--- src/rtl/divider_pkg.sv ---
// Shared types and sizing for the restoring divider.
package divider_pkg;

  localparam int unsigned WIDTH = 8;
  localparam int unsigned CNT_W = $clog2(WIDTH);

  typedef enum logic [1:0] {
    IDLE  = 2'd0,
    SHIFT = 2'd1,
    SUB   = 2'd2,
    DONE  = 2'd3
  } state_e;

endpackage

--- src/rtl/hex_driver.sv ---
// Nibble to active-low 7-segment decode (segment order gfedcba).
module hex_driver (
  input  logic [3:0] hex_i,
  output logic [6:0] seg_o
);

  always_comb begin
    seg_o = 7'b1111111;
    unique case (hex_i)
      4'h0: seg_o = 7'b1000000;
      4'h1: seg_o = 7'b1111001;
      4'h2: seg_o = 7'b0100100;
      4'h3: seg_o = 7'b0110000;
      4'h4: seg_o = 7'b0011001;
      4'h5: seg_o = 7'b0010010;
      4'h6: seg_o = 7'b0000010;
      4'h7: seg_o = 7'b1111000;
      4'h8: seg_o = 7'b0000000;
      4'h9: seg_o = 7'b0010000;
      4'hA: seg_o = 7'b0001000;
      4'hB: seg_o = 7'b0000011;
      4'hC: seg_o = 7'b1000110;
      4'hD: seg_o = 7'b0100001;
      4'hE: seg_o = 7'b0000110;
      4'hF: seg_o = 7'b0001110;
      default: seg_o = 7'b1111111;
    endcase
  end

endmodule

--- src/rtl/divider.sv ---
// Sequential unsigned restoring divider: B (Q) holds the quotient and A the
// remainder after eight SHIFT/SUB pairs.
module divider
  import divider_pkg::*;
#(
  parameter int unsigned WIDTH = divider_pkg::WIDTH
) (
  input  logic             Clk,
  input  logic             Reset_h,
  input  logic             ClearA_LoadB_h,
  input  logic             Execute_h,
  input  logic [WIDTH-1:0] sw,
  output logic [WIDTH-1:0] Aval,
  output logic [WIDTH-1:0] Bval,
  output logic             Done,
  output logic             DivZero,
  output logic [6:0]       AhexU,
  output logic [6:0]       AhexL,
  output logic [6:0]       BhexU,
  output logic [6:0]       BhexL
);

  state_e           state_q;
  logic [WIDTH:0]   A_q;
  logic [WIDTH-1:0] Q_q;
  logic [WIDTH-1:0] M_q;
  logic [CNT_W-1:0] count_q;
  logic             Done_q;
  logic             DivZero_q;
  logic [WIDTH+1:0] diff_d;

  // Extra sign bit: a borrow means the trial subtraction must be discarded.
  always_comb begin
    diff_d = {1'b0, A_q} - {2'b00, M_q};
  end

  always_ff @(posedge Clk) begin
    if (Reset_h) begin
      state_q   <= IDLE;
      A_q       <= '0;
      Q_q       <= '0;
      M_q       <= '0;
      count_q   <= '0;
      Done_q    <= 1'b0;
      DivZero_q <= 1'b0;
    end else begin
      unique case (state_q)
        IDLE: begin
          if (Execute_h) begin
            M_q       <= sw;
            count_q   <= '0;
            DivZero_q <= (sw == '0);
            state_q   <= SHIFT;
          end else if (ClearA_LoadB_h) begin
            A_q       <= '0;
            Q_q       <= sw;
            DivZero_q <= 1'b0;
          end
        end
        SHIFT: begin
          A_q     <= {A_q[WIDTH-1:0], Q_q[WIDTH-1]};
          Q_q     <= {Q_q[WIDTH-2:0], 1'b0};
          state_q <= SUB;
        end
        SUB: begin
          if (!diff_d[WIDTH+1]) begin
            A_q    <= diff_d[WIDTH:0];
            Q_q[0] <= 1'b1;
          end
          if (count_q == CNT_W'(WIDTH - 1)) begin
            Done_q  <= 1'b1;
            state_q <= DONE;
          end else begin
            count_q <= count_q + 1'b1;
            state_q <= SHIFT;
          end
        end
        DONE: begin
          if (!Execute_h) begin
            Done_q  <= 1'b0;
            state_q <= IDLE;
          end
        end
        default: state_q <= IDLE;
      endcase
    end
  end

  assign Aval    = A_q[WIDTH-1:0];
  assign Bval    = Q_q;
  assign Done    = Done_q;
  assign DivZero = DivZero_q;

  hex_driver u_hex_au (.hex_i(Aval[7:4]), .seg_o(AhexU));
  hex_driver u_hex_al (.hex_i(Aval[3:0]), .seg_o(AhexL));
  hex_driver u_hex_bu (.hex_i(Bval[7:4]), .seg_o(BhexU));
  hex_driver u_hex_bl (.hex_i(Bval[3:0]), .seg_o(BhexL));

endmodule
--- config.mk ---
export PLATFORM = sky130hd
export DESIGN_NAME = divider
export DESIGN_NICKNAME = d
export VERILOG_FILES = /design/src/rtl/divider_pkg.sv /design/src/rtl/hex_driver.sv /design/src/rtl/divider.sv
export SDC_FILE = /design/constraint.sdc
export NUM_CORES = 1
export LEC_CHECK = 0
export ABC_AREA = 1
export CAP_MARGIN = 20
export CORE_ASPECT_RATIO = 0.5
export CORE_MARGIN = 5
export CORE_UTILIZATION = 40
export CTS_CLUSTER_SIZE = 8
export DETAILED_ROUTE_END_ITERATION = 7
export DONT_BUFFER_PORTS = 1
export PLACE_DENSITY = 0.58
export SYNTH_ARGS = -nofsm -noshare
export SYNTH_HDL_FRONTEND = slang
export SYNTH_HIERARCHICAL = 1
export SYNTH_SLANG_ARGS = --single-unit
--- constraint.sdc ---
create_clock -name Clk -period 5.7 [get_ports Clk]
set_input_delay 0.855 -clock Clk [delete_from_list [all_inputs] [get_ports Clk]]
set_output_delay 0.855 -clock Clk [all_outputs]
set_load 0.02 [all_outputs]
==> flow_summary.toml, run 1 <==
[finish]
nFillCells = 872
multi_input_area_um2 = 2100
finish.utilization_pct = 42.2
fin_nets = 541
drive_above_1_share_pct = 6.98
finalInstanceArea_um2 = 3330
fin_cells = 599
syn_to_final_growth_pct = 4.56
antennaDiodeCount = 0
seq_area_um2 = 641

[job]
drv_cap = 0

[min_path]
holdPathStages = 2
hp-class = "reg -> reg"
hold_end = "M_q[6]"
hp-start = "M_q[6]"

[sta]
fin_worst_skew_ns = 0.00471
max_freq_ghz = 0.375
min_period_ns = 2.67
worst_pin_slew_ns = 0.745
hold_viol = 0
finalSetupViolations = 0
rsz0062_at_grt = "no"
maxSlewHeadroom_pct = 50.3
drv_slew = 0
fin_tns_setup_ns = 0
fin_crit_sh_pct = 46.8

[synth]
synth_edf_count = 0
synthTopCellsByArea = "dfxtp_1, nand2_1, ha_1"
yosys.cell_count.top_type = "nand2_1"
ys_ff_latch = 32
synth_common_cells = "nand2_1, inv_1, nand3_1, ha_1, nor2_1"
syn-num-nets = 558
syn_inst = 503
async_flop_share_pct = 0
syn_area_um2 = 3190
yosys.area.top_type = "dfxtp_1"
ys_types = 36
synth_top_area_share_pct = 20.1
yosysWarnings = 6
syn_area_per_cell_um2 = 6.33
ys_seq_area_share_pct = 20.1
synth_flop_cell = "dfxtp_1"

[grt]
grt_pass1_vias = 2648
track_usage_pct = 15.1
antenna_found_initial = 0
grt_max_degree = 33
overflow = 0
grt_pass1_wl_um = 12500

[route]
via_per_inst = 4.88
first_pass_iters = 4
drt_iter0_markers = 148
wl_per_cell_um = 12.6
drc = 0
wl_um = 7540
ant_nets = 0
vias = 2926

[critical_path]
start_kind = "register"
reg2reg_depth = 9
crit_type = "reg -> out"
r2r_setup_slack_ns = 3.40
crit_fanout = 9
required_ns = 4.85
endpoint_kind = "primary output"
r2r-end = "A_q[3]"
rr_startpoint = "A_q[6]"
worst_ep_arrival_time_ns = 1.81

[clocking]
cts_resized = 0
cts_sinks = 32
cts_buffers = 5
path_clk_slew_ns = 0.05
htree_levels = 2
cts_buffer_depth = 2
cts_root_buf = "clkbuf_16"
post-cts-setup-buffer-count = 0
cts.hold.buffers_added = 0
worstSkewPairLatency_ns = 0.27
cts_tree = "yes"

[floorplan]
pin_count = 58
row_count = 23
floorplan.initialDensity_pct = 40.4
dieArea_um2 = 9960
core-area_um2 = 7890
fp.dieH_um = 73.1
fp.dieW_um = 136

[place]
place_area_um2 = 3170
post-dp-hpwl_um = 5800
placed_cells = 591
gp_congestion = 0.829
numPortBuffers = 0

[power_and_ir_drop]
vdd_ir_drop_max_v = 0.000106
power_leakage_nw = 1.67
powerDensity_nw_per_um2 = 298

[outcome]
outcome = "finished, final reports clean"
[layer usage]
metal	wire length, um	vias up	GRT usage [%]
met3	458	2	3.58
met1	3780	1310	20.8
met2	3270	52	24.5
met4	25	0	2.35
met5	0	-	0
li1	-	1562	-
[worst max-delay path, cell delays in order, from the launching register on]
cell and delay, ns:
dfxtp_1 0.63, inv_1 0.21, ha_1 0.36, nand2_1 0.07
nand3_1 0.08, nand2_1 0.19
[registers in the layout, indices dropped and copies added (netlist names)]
signal	count
A_q	9
Bval	8
Done	1
count_q	3
DivZero	1
state_q	2
M_q	8
[placed cells by master (no fill, tap or decap), drive strengths merged]
cell type	synthesis	layout
nand3	58	58
nor2	36	36
nor4	1	1
nand2	163	163
nor3b	1	1
fa	1	1
clkbuf	3	6
ha	42	42
a211oi	14	14
a32oi	2	2
nand3b	1	1
nor3	3	3
clkinv	1	2
o21ai	19	19
bufinv	0	1
o22ai	1	1
or2	2	2
a311oi	1	1
dfxtp	32	32
nand4	3	3
inv	74	74
a21oi	24	24
[cells by family (layout without fill, tap and decap cells)]
logic type | Yosys count | count (layout) | synth area share (%)
simple gates | 268 | 268 | 36.4
fa+ha+maj | 43 | 43 | 17.1
compound gates | 61 | 61 | 12.5
buf+inv | 99 | 83 | 13.9
flops | 32 | 32 | 20.1
[cell type report]
type / instances / share of cell area [%]
clock buffer: 6 / 3.87
clock inverter: 2 / 1.05
inverter: 75 / 8.49
multi-input combinational: 372 / 63.1
sequential: 32 / 19.2
tap: 112 / 4.21
[per-stage QoR]
step                      total power, W  setup slack (ns)  hold slack [ns]
after floorplan                 0.000637              3.55            0.443
after global placement          0.000696              3.31            0.460
after detailed placement        0.000697              3.29            0.464
after CTS                       0.000998              3.00            0.477
after global routing             0.00107              2.85            0.489
final                           0.000992              3.03            0.478
[power by group]
part           switching (W)  total (W)  internal [W]
Combinational       0.000265   0.000380      0.000115
Sequential         0.0000671   0.000313      0.000246
Clock              0.0000936   0.000299      0.000205
[worst max path at each step]
stage,from,end,slack (ns),cells after the start
3_3_place_gp,A_q[1],AhexL[2],3.31,5
6_report,A_q[4],AhexU[3],3.03,5
2_1_floorplan,Bval[4],BhexU[3],3.55,5
3_5_place_dp,A_q[5],AhexU[2],3.29,5
5_1_grt,A_q[5],AhexU[2],2.85,5
4_1_cts,A_q[5],AhexU[2],3.00,5
(Power assumes the default switching activity.)
==> run 2: changes to the inputs <==
clock period = 2.69 ns   (was 5.7 ns; I/O delays follow)
==> flow_summary.toml, run 2 (synthesis gave the netlist of run 1 again) <==
[sta]
fin_tns_setup_ns = 0
drv_slew = 0
finalSetupViolations = 0
hold_ws_ns = 0.196
fin_crit_sh_pct = 81.1
min_period_ns = 2.18
maxSlewHeadroom_pct = 53.3
rsz0062_at_grt = "no"
fin_worst_skew_ns = 0.00284
worst_pin_slew_ns = 0.700
hold_viol = 0
max_freq_ghz = 0.458

[route]
first_pass_iters = 4
wl_um = 7570
highest-signal-layer = "met4"
vias = 2944
drc = 0
wl_met1_um = 3940
wl_per_cell_um = 12.4
drt_iter0_markers = 214
routed-wl-met2_um = 3190
wl_met3_um = 402
via_per_inst = 4.81
ant_nets = 0

[finish]
fin_nets = 554
nFillCells = 860
regMostFlops = "A_q"
layout_commonest_cell = "nand2_1"
final_cell_mix = "nand2_1, inv_1, nand3_1"
largest_reg_flops = 9
finalInstanceArea_um2 = 3410
antennaDiodeCount = 0
syn_to_final_growth_pct = 7.15
drive_above_1_share_pct = 9.60

[critical_path]
endpoint_kind = "primary output"
worst_ep_arrival_time_ns = 1.78
crit_path_max_incr_delay_ns = 0.63
critical_path_buf_inv_count = 1
rr_startpoint = "A_q[3]"
crit_chain = "inv_1 > ha_1 > nand2_1 > nand3_1 > nand2_1"
start_kind = "register"
crit_start = "Bval[5]"
critPathTopFamily = "flip-flops"
cp_common_cell = "nand2_1"
crit_type = "reg -> out"
crit_fanout = 8
required_ns = 2.29
cp_slowest_cell = "dfxtp_1"

[power_and_ir_drop]
clkPwrFrac_pct = 27.3
vdd_ir_drop_max_v = 0.000344
p_seq_share_pct = 30.3
switchingPower_w = 0.000898
powerDensity_nw_per_um2 = 600
p_int_w = 0.00115
sw_frac_of_total_pct = 43.9
p_total_w = 0.00205
combPwrFrac_pct = 42.4
power_leakage_nw = 1.73

[clocking]
cts_resized = 0
cts_sinks = 32
path_clk_slew_ns = 0.05
cts.hold.buffers_added = 0
post-cts-setup-buffer-count = 0
cts_root_buf = "clkbuf_16"
cts_buffers = 5
worstSkewPairLatency_ns = 0.27
cts_tree = "yes"
htree_levels = 2
cts_buffer_depth = 2

[floorplan]
core-area_um2 = 7890
row_count = 23
floorplan.initialDensity_pct = 40.4
fp.dieW_um = 136
fp.dieH_um = 73.1
pin_count = 58
dieArea_um2 = 9960

[place]
post-dp-hpwl_um = 5960
place_area_um2 = 3260
gp_congestion = 0.843
numPortBuffers = 0

[grt]
grt_max_degree = 33
grt_pass1_vias = 2716
grt_pass1_wl_um = 12600
antenna_found_initial = 0
overflow = 0
track_usage_pct = 15.1

[min_path]
hp-class = "in -> reg"
hp-start = "Reset_h"

[job]
drv_cap = 0

[outcome]
outcome = "finished, final reports clean"
[run 2: cell count changes in the layout (fill, tap and decap cells not counted), sizes merged]
cell / before / now
buf: 0 / 13
bufinv: 1 / 0
clkinv: 2 / 3
[run 2: per-layer routing]
metal | track usage (%) | up-vias
met1 | 21.7 | 1305
met5 | 0 | -
li1 | - | 1585
met4 | 2.01 | 0
met3 | 3.58 | 4
met2 | 23.7 | 50
[run 2: power groups by stage]
stage | Clock (W) | Sequential (W) | Combinational, W
after global routing | 0.000590 | 0.000631 | 0.000982
final | 0.000559 | 0.000619 | 0.000869
after detailed placement | 0 | 0.000629 | 0.000866
after CTS | 0.000569 | 0.000619 | 0.000869
after floorplan | 0 | 0.000606 | 0.000745
after global placement | 0 | 0.000629 | 0.000861
[run 2: final timing paths]
path                                  to  slack, ns  cells after the start
worst max register to register    A_q[3]       0.57                     11
worst max-delay path            BhexU[3]       0.51                      5
worst min-delay path              A_q[2]       0.20                      1
worst min register to register    M_q[0]       0.46                      2
[run 2: metrics by stage]
stage / worst slack [ns] / util (%) / cells
after CTS: 0.489 / 43.3 / 612
after floorplan: 0.888 / - / 503
after detailed placement: 0.568 / 41.4 / 604
after global placement: 0.618 / 41.4 / 604
final: 0.507 / 43.3 / 612
after global routing: 0.338 / 43.3 / 612
[run 2: final cells by class]
| class | instances | area (um^2) | share of cell area (%) |
|---|---|---|---|
| Multi-Input combinational cell | 372 | 2100 | 61.6 |
| Sequential cell | 32 | 641 | 18.8 |
| Inverter | 75 | 283 | 8.28 |
| Tap cell | 112 | 140 | 4.11 |
| Clock buffer | 6 | 139 | 4.07 |
| Timing Repair Buffer | 13 | 97.6 | 2.86 |
| Clock inverter | 2 | 10.0 | 0.293 |
[run 2: worst register-to-register path, cell delays in order (launching register included)]
cell and delay, ns:
dfxtp_1 0.70, ha_1 0.40, nand2_2 0.10, inv_1 0.04, nand2_1 0.09, nand3_2 0.10, nand2_2 0.08, nand2_4 0.07
nand2_8 0.12, clkinv_2 0.12, o21ai_1 0.14, nor2_1 0.05
==> run 3: changes to the inputs <==
PLACE_DENSITY = 0.6   (was 0.58)
clock period = 1.9 ns   (was 2.69 ns; I/O delays follow)
==> flow_summary.toml, run 3 (synthesis gave the netlist of run 1 again) <==
[grt]
grt_pass1_vias = 2671
grt_pass1_wl_um = 12500
antenna_found_initial = 0
overflow = 0
track_usage_pct = 15.0
grt_max_degree = 33

[floorplan]
fp.dieW_um = 136
row_count = 23
core-area_um2 = 7890
fp.dieH_um = 73.1
dieArea_um2 = 9960
pin_count = 58
floorplan.initialDensity_pct = 40.4

[critical_path]
critPathTopFamily = "flip-flops"
crit_path_max_incr_delay_ns = 0.35
crit_type = "reg -> out"
crit_fanout = 8
endpoint_kind = "primary output"
worst_ep_arrival_time_ns = 1.53
critical_path_buf_inv_count = 2
start_kind = "register"
r2r_setup_slack_ns = 0.14
rr_startpoint = "A_q[0]"
required_ns = 1.62
cp_slowest_cell = "dfxtp_1"
reg2reg_depth = 13
r2r-end = "A_q[6]"
crit_chain = "buf_6 > inv_1 > ha_1 > nand2_1 > nand3_1 > nand2_2"

[finish]
drive_above_1_share_pct = 13.3
seq_area_um2 = 644
antennaDiodeCount = 0
finish.utilization_pct = 44.8
multi_input_area_um2 = 2120
fin_nets = 566
regMostFlops = "A_q"
syn_to_final_growth_pct = 10.9
final_cell_mix = "nand2_1, inv_1, nand3_1"
fin_cells = 624
nFillCells = 867
largest_reg_flops = 9
layout_commonest_cell = "nand2_1"

[min_path]
hp-start = "Reset_h"
hp-class = "in -> reg"
holdPathStages = 1
hold_end = "A_q[0]"

[route]
wl_per_cell_um = 12.1
wl_um = 7560
via_per_inst = 4.74
ant_nets = 0
drt_iter0_markers = 170
vias = 2959
drc = 0
first_pass_iters = 4

[sta]
min_period_ns = 1.81
fin_tns_setup_ns = 0
drv_slew = 0
worst_slack_ns = 0.0874
fin_crit_sh_pct = 95.4
hold_viol = 0
max_freq_ghz = 0.552
maxSlewHeadroom_pct = 62.5
fin_worst_skew_ns = 0.00252
finalSetupViolations = 0
worst_pin_slew_ns = 0.562

[outcome]
outcome = "finished, final reports clean"

[place]
numPortBuffers = 0
placed_cells = 616
dp_slack_ns = 0.0928
gp_congestion = 0.925
post-dp-hpwl_um = 6020

[clocking]
cts_buffers = 5
cts_tree = "yes"
path_clk_slew_ns = 0.05
cts_buffer_depth = 2
htree_levels = 2
cts_sinks = 32
worstSkewPairLatency_ns = 0.28
cts_root_buf = "clkbuf_16"
cts.hold.buffers_added = 0

[job]
drv_cap = 0

[power_and_ir_drop]
powerDensity_nw_per_um2 = 843
vdd_ir_drop_max_v = 0.000317
power_leakage_nw = 1.79
-- run 3: worst max-delay path by stage --
stage / startpoint / endpoint / slack (ns) / cells after the start
4_1_cts: A_q[1] / AhexL[2] / 0.01 / 7
5_1_grt: A_q[4] / AhexU[3] / -0.005 / 6
3_3_place_gp: A_q[0] / A_q[8] / 0.1 / 12
3_5_place_dp: A_q[0] / A_q[6] / 0.09 / 13
6_report: A_q[4] / AhexU[3] / 0.09 / 6
2_1_floorplan: A_q[0] / A_q[6] / 0.1 / 13
-- run 3: power breakdown --
part	leakage (nW)	internal (W)	switching [W]	total (W)
Clock	0.0712	0.000522	0.000283	0.000805
Combinational	1.46	0.000427	0.000917	0.00134
Sequential	0.264	0.000740	0.0000894	0.000829
-- run 3: metal layers --
layer  vias up  global-route usage (%)  part of all wire, %  routed length [um]
met1      1299                    21.3                   51                3870
met3         2                    3.10                  5.1                 386
li1       1615                       -                    -                   -
met4         0                    2.57                 0.33                  25
met2        43                    23.8                   43                3270
met5         -                       0                    0                   0
-- run 3: per-stage QoR --
| stage | total power, W | hold WS, ns | area (um^2) |
|---|---|---|---|
| 2_1_floorplan | 0.00191 | 0.363 | 3190 |
| 3_3_place_gp | 0.00216 | 0.353 | 3350 |
| 3_5_place_dp | 0.00217 | 0.354 | 3350 |
| 4_1_cts | 0.00298 | 0.0643 | 3510 |
| 5_1_grt | 0.00321 | 0.0606 | 3530 |
| 6_report | 0.00298 | 0.0706 | 3530 |
-- run 3: cell type report --
type / instances / area share [%]
inverters: 75 / 8.00
clock buffers: 8 / 4.14
flip-flops and latches: 32 / 18.2
well taps: 112 / 3.97
repair buffers: 25 / 5.63
multi-input cells: 372 / 60.0
-- run 3: what timing repair did --
action                                  4_1_cts  5_1_grt
endpoints found under the hold margin         0        0
pin swaps                                     0        1
resized for setup                             2       11
buffers inserted                              0        0
endpoints found under the setup margin        2       13
